## src/rtl/gfc_pkg.sv

```systemverilog
// rtl/gfc_pkg.sv - shared types, constants and BCD helper for game_flow_ctrl
package gfc_pkg;

    typedef enum logic [1:0] {
        TITLE     = 2'd0,
        PLAY      = 2'd1,
        INVULN    = 2'd2,
        GAME_OVER = 2'd3
    } gfc_state_t;

    typedef logic [3:0] bcd_t;

    localparam bcd_t BCD_MAX = 4'd9;

    // Two-digit BCD increment that saturates at 99; returns {tens, ones}.
    function automatic logic [7:0] bcd2_inc(input bcd_t tens, input bcd_t ones);
        if (tens == BCD_MAX && ones == BCD_MAX) begin
            return {tens, ones};
        end else if (ones == BCD_MAX) begin
            return {tens + 4'd1, 4'd0};
        end else begin
            return {tens, ones + 4'd1};
        end
    endfunction

endpackage

```

## src/rtl/rr_arbiter.sv

```systemverilog
// rtl/rr_arbiter.sv - combinational round-robin arbiter: first request at or after i_ptr wins
module rr_arbiter #(
    parameter int N  = 4,
    parameter int PW = (N > 1) ? $clog2(N) : 1
) (
    input  logic [N-1:0]  i_req,
    input  logic [PW-1:0] i_ptr,
    output logic [N-1:0]  o_grant,
    output logic          o_valid,
    output logic [PW-1:0] o_idx
);

    logic [PW:0]   w_sum;
    logic [PW-1:0] w_idx;

    always_comb begin
        o_grant = '0;
        o_valid = 1'b0;
        o_idx   = '0;
        w_sum   = '0;
        w_idx   = '0;
        for (int i = 0; i < N; i++) begin
            // Wrap ptr+i back into 0..N-1 without a modulo so non-power-of-2 N works.
            w_sum = {1'b0, i_ptr} + (PW + 1)'(i);
            if (w_sum >= (PW + 1)'(N)) begin
                w_sum = w_sum - (PW + 1)'(N);
            end
            w_idx = w_sum[PW-1:0];
            if (!o_valid && i_req[w_idx]) begin
                o_grant[w_idx] = 1'b1;
                o_valid        = 1'b1;
                o_idx          = w_idx;
            end
        end
    end

endmodule

```

## src/rtl/game_flow_ctrl.sv

```systemverilog
// rtl/game_flow_ctrl.sv - gameplay sequencer: score, health, hit/coin arbitration, TITLE/PLAY/INVULN/GAME_OVER
// Optional health regeneration is enabled with `define GFC_HEALTH_REGEN_EN.
module game_flow_ctrl
    import gfc_pkg::*;
#(
    parameter int N_ENEMY       = 4,
    parameter int MAX_HEALTH    = 3,
    parameter int INVULN_FRAMES = 60,
    parameter int REGEN_FRAMES  = 180
) (
    input  logic               i_clk,
    input  logic               i_reset,
    input  logic               i_frame_tick,
    input  logic               i_start_btn,
    input  logic [N_ENEMY-1:0] i_hit_req,
    output logic [N_ENEMY-1:0] o_hit_ack,
    input  logic               i_coin_req,
    output logic               o_coin_ack,
    output logic [3:0]         o_score1,
    output logic [3:0]         o_score2,
    output logic [1:0]         o_health,
    output logic [1:0]         o_state,
    output logic               o_invuln
);

    localparam int PW = (N_ENEMY > 1) ? $clog2(N_ENEMY) : 1;

    gfc_state_t         r_state;
    bcd_t               r_score1;
    bcd_t               r_score2;
    logic [1:0]         r_health;
    logic [N_ENEMY-1:0] r_hit_ack;
    logic               r_coin_ack;
    logic [PW-1:0]      r_rr_ptr;
    logic [7:0]         r_inv_cnt;

    logic [N_ENEMY-1:0] w_grant;
    logic               w_grant_valid;
    logic [PW-1:0]      w_grant_idx;
    logic [PW-1:0]      w_next_ptr;
    logic [7:0]         w_score_inc;

`ifdef GFC_HEALTH_REGEN_EN
    localparam int RW = (REGEN_FRAMES > 1) ? $clog2(REGEN_FRAMES) : 1;
    logic [RW-1:0] r_regen_cnt;
`else
    logic w_unused_regen;
    assign w_unused_regen = ^REGEN_FRAMES;
`endif

    rr_arbiter #(
        .N  (N_ENEMY),
        .PW (PW)
    ) u_arb (
        .i_req   (i_hit_req),
        .i_ptr   (r_rr_ptr),
        .o_grant (w_grant),
        .o_valid (w_grant_valid),
        .o_idx   (w_grant_idx)
    );

    assign w_next_ptr  = (w_grant_idx == PW'(N_ENEMY - 1)) ? '0 : w_grant_idx + PW'(1);
    assign w_score_inc = bcd2_inc(r_score2, r_score1);

    always_ff @(posedge i_clk) begin
        if (!i_reset) begin
            r_state    <= TITLE;
            r_score1   <= '0;
            r_score2   <= '0;
            r_health   <= 2'(MAX_HEALTH);
            r_hit_ack  <= '0;
            r_coin_ack <= 1'b0;
            r_rr_ptr   <= '0;
            r_inv_cnt  <= '0;
`ifdef GFC_HEALTH_REGEN_EN
            r_regen_cnt <= '0;
`endif
        end else begin
            r_hit_ack  <= '0;
            r_coin_ack <= 1'b0;
            if (i_frame_tick) begin
                case (r_state)
                    TITLE: begin
                        if (i_start_btn) begin
                            r_state  <= PLAY;
                            r_score1 <= '0;
                            r_score2 <= '0;
                            r_health <= 2'(MAX_HEALTH);
`ifdef GFC_HEALTH_REGEN_EN
                            r_regen_cnt <= '0;
`endif
                        end
                    end
                    PLAY: begin
                        // The coin is banked even when the same frame's hit is fatal.
                        if (i_coin_req) begin
                            r_coin_ack           <= 1'b1;
                            {r_score2, r_score1} <= w_score_inc;
                        end
                        if (w_grant_valid) begin
                            r_hit_ack <= w_grant;
                            r_rr_ptr  <= w_next_ptr;
                            if (r_health <= 2'd1) begin
                                r_health <= 2'd0;
                                r_state  <= GAME_OVER;
                            end else begin
                                r_health  <= r_health - 2'd1;
                                r_state   <= INVULN;
                                r_inv_cnt <= 8'(INVULN_FRAMES - 1);
                            end
                        end
`ifdef GFC_HEALTH_REGEN_EN
                        if (w_grant_valid) begin
                            r_regen_cnt <= '0;
                        end else if (r_regen_cnt == RW'(REGEN_FRAMES - 1)) begin
                            if (r_health < 2'(MAX_HEALTH)) begin
                                r_health    <= r_health + 2'd1;
                                r_regen_cnt <= '0;
                            end
                        end else begin
                            r_regen_cnt <= r_regen_cnt + RW'(1);
                        end
`endif
                    end
                    INVULN: begin
                        r_hit_ack <= i_hit_req;
                        if (i_coin_req) begin
                            r_coin_ack           <= 1'b1;
                            {r_score2, r_score1} <= w_score_inc;
                        end
                        if (r_inv_cnt == 8'd0) begin
                            r_state <= PLAY;
                        end else begin
                            r_inv_cnt <= r_inv_cnt - 8'd1;
                        end
                    end
                    GAME_OVER: begin
                        if (i_start_btn) begin
                            r_state <= TITLE;
                        end
                    end
                    default: r_state <= TITLE;
                endcase
            end
        end
    end

    assign o_hit_ack  = r_hit_ack;
    assign o_coin_ack = r_coin_ack;
    assign o_score1   = r_score1;
    assign o_score2   = r_score2;
    assign o_health   = r_health;
    assign o_state    = r_state;
    assign o_invuln   = (r_state == INVULN);

endmodule

```

## config.mk

```make
export PLATFORM = sky130hd
export DESIGN_NAME = game_flow_ctrl
export DESIGN_NICKNAME = d
export VERILOG_FILES = /design/src/rtl/gfc_pkg.sv /design/src/rtl/rr_arbiter.sv /design/src/rtl/game_flow_ctrl.sv
export SDC_FILE = /design/constraint.sdc
export NUM_CORES = 1
export LEC_CHECK = 0
export CORE_MARGIN = 4
export CORE_UTILIZATION = 55
export DETAILED_ROUTE_END_ITERATION = 7
export PLACE_DENSITY = 0.77
export SYNTH_ARGS = -nofsm -noshare
export SYNTH_HDL_FRONTEND = slang
export SYNTH_SLANG_ARGS = --single-unit
```

## constraint.sdc

```tcl
create_clock -name i_clk -period 3.5 [get_ports i_clk]
set_clock_uncertainty 0.2 [all_clocks]
set_input_delay 0.7 -clock i_clk [delete_from_list [all_inputs] [get_ports i_clk]]
set_output_delay 0.7 -clock i_clk [all_outputs]
set_load 0.03 [all_outputs]
```

==> key figures, run 1 <==
Placement
  – Port bufs: 26
  – Placer Congestion: 0.825
  – Place WS: 0.454 ns
  – DPL Wire Length: 3050 um
  – Placed inst area: 2280 um^2

Synthesis
  – Sequential area share after synthesis: 27.3%
  – Top_reg_cell synth: sky130_fd_sc_hd__dfxtp_1
  – Area contributors post-synth: sky130_fd_sc_hd__dfxtp_1 27%, sky130_fd_sc_hd__ha_1 11%, sky130_fd_sc_hd__mux2i_1 3.5%
  – Net Count, Synth: 256
  – Top-area cell type share of the netlist area: 27.3%
  – Mean post-synth cell area: 8.65 um^2
  – Area of the mapped netlist: 1980 um^2
  – Count of state elements after synthesis: 27
  – Largest area contributor in the synthesized netlist: sky130_fd_sc_hd__dfxtp_1
  – Count of warnings emitted by yosys: 0
  – Number of enable flip-flop cells after synthesis: 0
  – Post-synth cell types: 56
  – Async set or reset register ratio after synthesis: 0%
  – Post-Syn Instances: 229

Clocking
  – CTS H-tree depth: 1
  – Post-CTS Setup Inserts: 0
  – Post-cts sizing count: 0
  – Post-CTS Hold Fix Bufs: 0
  – Insertion delay of the later-clocked pin in the worst-skew pair: 0.33 ns
  – Number of clock sinks seen by CTS: 27
  – Clock transition at the registers of the reported paths: 0.15 ns
  – CTS buffer count: 3
  – CTS root buffer: sky130_fd_sc_hd__clkbuf_4
  – CTS tree: built
  – Max Root-Sink Buffers: 2

Worst setup path
  – Crit-path cells: ha_1 -> clkdlybuf4s50_1
  – Data arrival at the endpoint of the critical path: 1.98 ns
  – Critical Path Start Type: register
  – Slowest stage cell on the critical path: sky130_fd_sc_hd__clkdlybuf4s50_1
  – Worst setup path category: reg2out
  – Endpoint of the worst register-to-register path: r_rr_ptr[1]
  – Sort of element at the end of the critical path: primary output
  – Required time of the critical path: 2.60 ns
  – Crit path max fanout: 12
  – Cells on worst reg2reg path: 8
  – Setup slack, reg-to-reg: 0.63 ns
  – Crit path largest cell delay: 0.75 ns

STA
  – Upper clock frequency limit: 347 MHz
  – Relative slew margins: 66.5%
  – Crit share post-route: 82.4%
  – Final-layout worst hold slack: 0.337 ns
  – Max-slew violation total from the final report: 0
  – Final setup margin: 0.615 ns
  – RSZ-0062 raised after global routing: false
  – Transition at the pin with the smallest max-transition slack: 0.502 ns
  – Minimum clock period: 2.88 ns
  – Final setup violating endpoints: 0
  – Endpoints failing hold: 0
  – Summed negative setup slack over all endpoints: 0 ns

Route
  – Routed wirelength normalized by instance count: 13.3 um
  – DRT iter0 DRCs: 134
  – Number of routed nets with antenna violations: 0
  – Remaining DRCs: 0
  – Pre-antenna DRT Iters: 5
  – Final Routed Wirelength: 3990 um
  – Via Count: 1,713
  – Via-per-instance ratio: 5.73

Hold path
  – Type of the worst min-delay path: reg2reg
  – WHS Endpoint: o_score1[2]
  – Hold path startpoint: o_score1[2]
  – WHS Path Cells: 2

Finish
  – Reg area: 541 um^2
  – Leading cell type in the layout, fill and taps excluded: sky130_fd_sc_hd__dfxtp_1
  – Share of layout cells above drive strength 1: 11.5%
  – Diode insertion count for antenna repair: 0
  – Synth-to-layout area growth: 16.4%
  – Combined area of the multi-input logic cells: 1330 um^2
  – Non-Filler Cell Area, Final: 2310 um^2
  – Final net count: 281
  – Most frequent cells in the layout: 27 x sky130_fd_sc_hd__dfxtp_1, 26 x sky130_fd_sc_hd__clkdlybuf4s50_1, 18 x sky130_fd_sc_hd__nor2_1, 18 x sky130_fd_sc_hd__ha_1, 15 x sky130_fd_sc_hd__nand2_1
  – Number of filler instances in the final layout: 316

Global route
  – First-pass GRT wire length: 6910 um
  – Maximum number of pins on one net before global-route repair: 16
  – Total global routing overflow: 0
  – GRT Util Overall: 18.9%
  – Initial antenna violation count: 0
  – Vias in the first global route: 1,557

Floorplanning
  – Floorplan die area: 4630 um^2
  – Area of the core: 3420 um^2
  – Number of rows created at floorplan: 21
  – Die width: 68.0 um
  – Die height: 68.0 um
  – Starting Density: 58.0%
  – Top-level I/O count: 27

Run status
  – Status: finished clean

Pwr
  – Leakage component of the power: 0.904 nW
  – Power density of the placed cells: 298 nW/um^2
  – Max VDD drop: 222 uV

Job
  – Max_cap viols: 0
## per-layer routing
metal  share of wire [%]  vias up  global-route usage (%)
met1                  52      801                    27.2
met3                 4.1        2                    3.78
met5                   0        -                       0
met2                  44       34                    29.7
li1                    -      876                       -
met4                0.55        0                    2.98
## layout make-up
class,count,share of cell area [%]
Clock buffer,3,0.977
Timing Repair Buffer,32,13.2
Multi-Input combinational cell,177,57.5
Sequential cell,27,23.4
Inverter,13,2.12
Tap cell,46,2.50
Clock inverter,1,0.217
## state kept, by name (all words and copies together), names as in the netlist, named ones only
register / cells
r_inv_cnt: 8
o_hit_ack: 4
r_rr_ptr: 1
o_health: 2
o_score1: 4
o_state: 2
o_score2: 4
o_coin_ack: 1
## power by group
group / switching, mW / total [mW] / internal, mW
Combinational: 0.123 / 0.218 / 0.0955
Clock: 0.0922 / 0.135 / 0.0428
Sequential: 0.0141 / 0.333 / 0.319
Total: 0.229 / 0.686 / 0.457
## Yosys cell counts, types with 3 or more instances
library cell / instances
sky130_fd_sc_hd__a21boi_0: 4
sky130_fd_sc_hd__a21oi_1: 13
sky130_fd_sc_hd__a221oi_1: 4
sky130_fd_sc_hd__a22oi_1: 5
sky130_fd_sc_hd__and2_1: 6
sky130_fd_sc_hd__buf_4: 3
sky130_fd_sc_hd__clkbuf_1: 7
sky130_fd_sc_hd__dfxtp_1: 27
sky130_fd_sc_hd__ha_1: 18
sky130_fd_sc_hd__inv_1: 13
sky130_fd_sc_hd__mux2i_1: 7
sky130_fd_sc_hd__nand2_1: 15
sky130_fd_sc_hd__nand3_1: 6
sky130_fd_sc_hd__nor2_1: 18
sky130_fd_sc_hd__nor2b_1: 10
sky130_fd_sc_hd__nor3_1: 6
sky130_fd_sc_hd__o21a_1: 6
sky130_fd_sc_hd__o21ai_0: 13
sky130_fd_sc_hd__or3b_1: 3
## worst max-delay path, delay by kind of cell, from the launching register on
family                   cells  cell delay [ns]
adder cells (fa/ha/maj)      1             0.45
buffers and inverters        1             0.75
flip-flops                   1             0.45
## cell families after synthesis
kind of cell / after synthesis / share of synthesized area, %
simple gates: 83 / 23.9
xor+xnor: 2 / 0.885
compound gates: 63 / 23.9
fa+ha+maj: 18 / 11.4
mux: 11 / 6.95
buf+inv: 25 / 5.75
flops: 27 / 27.3
## per-stage QoR
step | std cells | power [mW] | utilization [%]
final | 299 | 0.686 | 67.5
after global routing | 299 | 0.732 | 67.5
after CTS | 299 | 0.692 | 67.5
after detailed placement | 295 | 0.556 | 66.7
after global placement | 295 | 0.554 | 66.7
after floorplan | 229 | 0.502 | -
## how the worst max path moves through the flow
stage	depth (start not counted)	start	slack, ns	end
2_1_floorplan	9	r_rr_ptr[1]	0.76	r_rr_ptr[1]
3_3_place_gp	7	i_hit_req[3]	0.52	r_inv_cnt[2]
3_5_place_dp	7	i_hit_req[3]	0.45	r_inv_cnt[2]
4_1_cts	2	o_state[1]	0.60	o_invuln
5_1_grt	8	register	0.40	o_hit_ack[3]
6_report	2	o_state[1]	0.62	o_invuln
Power figures use the tool's default switching activity.
==> inputs of run 2 (changes only) <==
Clock period 3.5 ns to 2.7 ns, I/O delays scaled along.
==> key figures, run 2 (synthesis gave the netlist of run 1 again) <==
Clocking
  – Post-CTS Hold Fix Bufs: 0
  – Post-CTS Setup Inserts: 0
  – Insertion delay of the later-clocked pin in the worst-skew pair: 0.32 ns
  – Number of clock sinks seen by CTS: 27
  – Post-cts sizing count: 0
  – CTS tree: built
  – CTS buffer count: 3
  – CTS H-tree depth: 1
  – Clock transition at the registers of the reported paths: 0.14 ns
  – CTS root buffer: sky130_fd_sc_hd__clkbuf_4
  – Max Root-Sink Buffers: 2

Route
  – Via Count: 1,782
  – DRT iter0 DRCs: 121
  – Total met2 wirelength after detailed routing: 1950 um
  – Highest layer used for signal routing: met4
  – Pre-antenna DRT Iters: 4
  – Met3 wire length: 190 um
  – Via-per-instance ratio: 5.75
  – Routed wirelength normalized by instance count: 13.6 um
  – Number of routed nets with antenna violations: 0
  – Post-route met1 wirelength: 2040 um
  – Final Routed Wirelength: 4220 um
  – Remaining DRCs: 0

Hold path
  – Hold path startpoint: r_inv_cnt[2]
  – WHS Path Cells: 2
  – Type of the worst min-delay path: reg2reg
  – WHS Endpoint: r_inv_cnt[2]

Finish
  – Synth-to-layout area growth: 20.8%
  – Diode insertion count for antenna repair: 0
  – Biggest register: r_inv_cnt
  – Leading cell type in the layout, fill and taps excluded: sky130_fd_sc_hd__dfxtp_1
  – Util after Layout: 70.0%
  – Most frequent cells in the layout: 27 x sky130_fd_sc_hd__dfxtp_1, 25 x sky130_fd_sc_hd__clkdlybuf4s50_1, 18 x sky130_fd_sc_hd__nor2_1
  – Share of layout cells above drive strength 1: 15.2%
  – Final net count: 292
  – Largest register FFs: 8

Floorplanning
  – Top-level I/O count: 27
  – Number of rows created at floorplan: 21
  – Die width: 68.0 um
  – Die height: 68.0 um
  – Starting Density: 58.0%
  – Floorplan die area: 4630 um^2
  – Area of the core: 3420 um^2

Global route
  – First-pass GRT wire length: 7580 um
  – Total global routing overflow: 0
  – Initial antenna violation count: 0
  – Maximum number of pins on one net before global-route repair: 15
  – GRT Util Overall: 21.1%
  – Vias in the first global route: 1,739

Worst setup path
  – Required time of the critical path: 2.76 ns
  – Endpoint of the worst register-to-register path: r_rr_ptr[1]
  – Launch instance of the worst register-to-register path: r_rr_ptr[1]
  – Data arrival at the endpoint of the critical path: 2.50 ns
  – Worst setup path category: reg2reg
  – Crit path max fanout: 4
  – Sort of element at the end of the critical path: register
  – Setup slack, reg-to-reg: 0.26 ns
  – Cells on worst reg2reg path: 8
  – Critical Path Start Type: register

Placement
  – Placer Congestion: 0.924
  – DPL Wire Length: 3300 um
  – Port bufs: 26
  – Place WS: -0.0476 ns

STA
  – Final-layout worst hold slack: 0.332 ns
  – Transition at the pin with the smallest max-transition slack: 0.418 ns
  – Summed negative setup slack over all endpoints: 0 ns
  – Crit share post-route: 90.4%
  – Final setup margin: 0.260 ns
  – Max-slew violation total from the final report: 0
  – Upper clock frequency limit: 410 MHz
  – RSZ-0062 raised after global routing: false
  – Relative slew margins: 71.9%
  – Final setup violating endpoints: 0
  – Minimum clock period: 2.44 ns
  – Endpoints failing hold: 0

Pwr
  – Total design power: 902 uW
  – Max VDD drop: 324 uV
  – Power density of the placed cells: 377 nW/um^2
  – Leakage component of the power: 0.972 nW

Run status
  – Status: finished clean

Job
  – Max_cap viols: 0
-- run 2: worst max-delay path by stage --
stage	startpoint	endpoint	slack, ns	cells after the start
after CTS	o_state[0]	o_invuln	0.07	3
final	r_rr_ptr[1]	r_rr_ptr[1]	0.26	8
after global placement	i_hit_req[3]	r_rr_ptr[1]	-0.02	7
after detailed placement	i_hit_req[3]	r_rr_ptr[1]	-0.05	7
after global routing	r_rr_ptr[1]	r_rr_ptr[1]	0.08	8
after floorplan	register	r_rr_ptr[1]	0.003	9
-- run 2: final cells by class --
cell class	count	area, um^2
Sequential cell	27	541
Timing Repair Buffer	43	390
Inverter	13	48.8
Clock buffer	4	26.3
Multi-Input combinational cell	177	1330
Fill cell	277	1020
Tap cell	46	57.6
-- run 2: worst max-delay path, stage by stage (launching register included) --
cell                       delay [ns]
sky130_fd_sc_hd__dfxtp_1         0.35
sky130_fd_sc_hd__inv_1           0.09
sky130_fd_sc_hd__ha_1            0.31
sky130_fd_sc_hd__or3b_1          0.37
sky130_fd_sc_hd__or4b_1          0.52
sky130_fd_sc_hd__o211ai_2        0.11
sky130_fd_sc_hd__o22ai_1         0.14
sky130_fd_sc_hd__xnor2_1         0.14
sky130_fd_sc_hd__a21oi_1         0.15
-- run 2: per-layer routing --
metal | up-vias | GRT usage, %
met4 | 0 | 5.46
met1 | 835 | 27.4
li1 | 902 | -
met2 | 41 | 35.1
met3 | 4 | 4.60
met5 | - | 0
-- run 2: through the flow --
stage,instances,cell area [um^2]
6_report,310,2390
2_1_floorplan,229,1980
4_1_cts,310,2390
5_1_grt,310,2390
3_3_place_gp,306,2360
3_5_place_dp,306,2360
-- run 2: power breakdown --
group	internal, mW	switching [mW]
registers	0.413	0.0144
logic	0.136	0.168
clock network	0.0578	0.112
total	0.608	0.294
==> inputs of run 3 (changes only) <==
Settings changed: SLEW_MARGIN set to 20.
==> results of run 3 <==
Same layout as run 2: the final DEF is identical, and so are final timing and power.
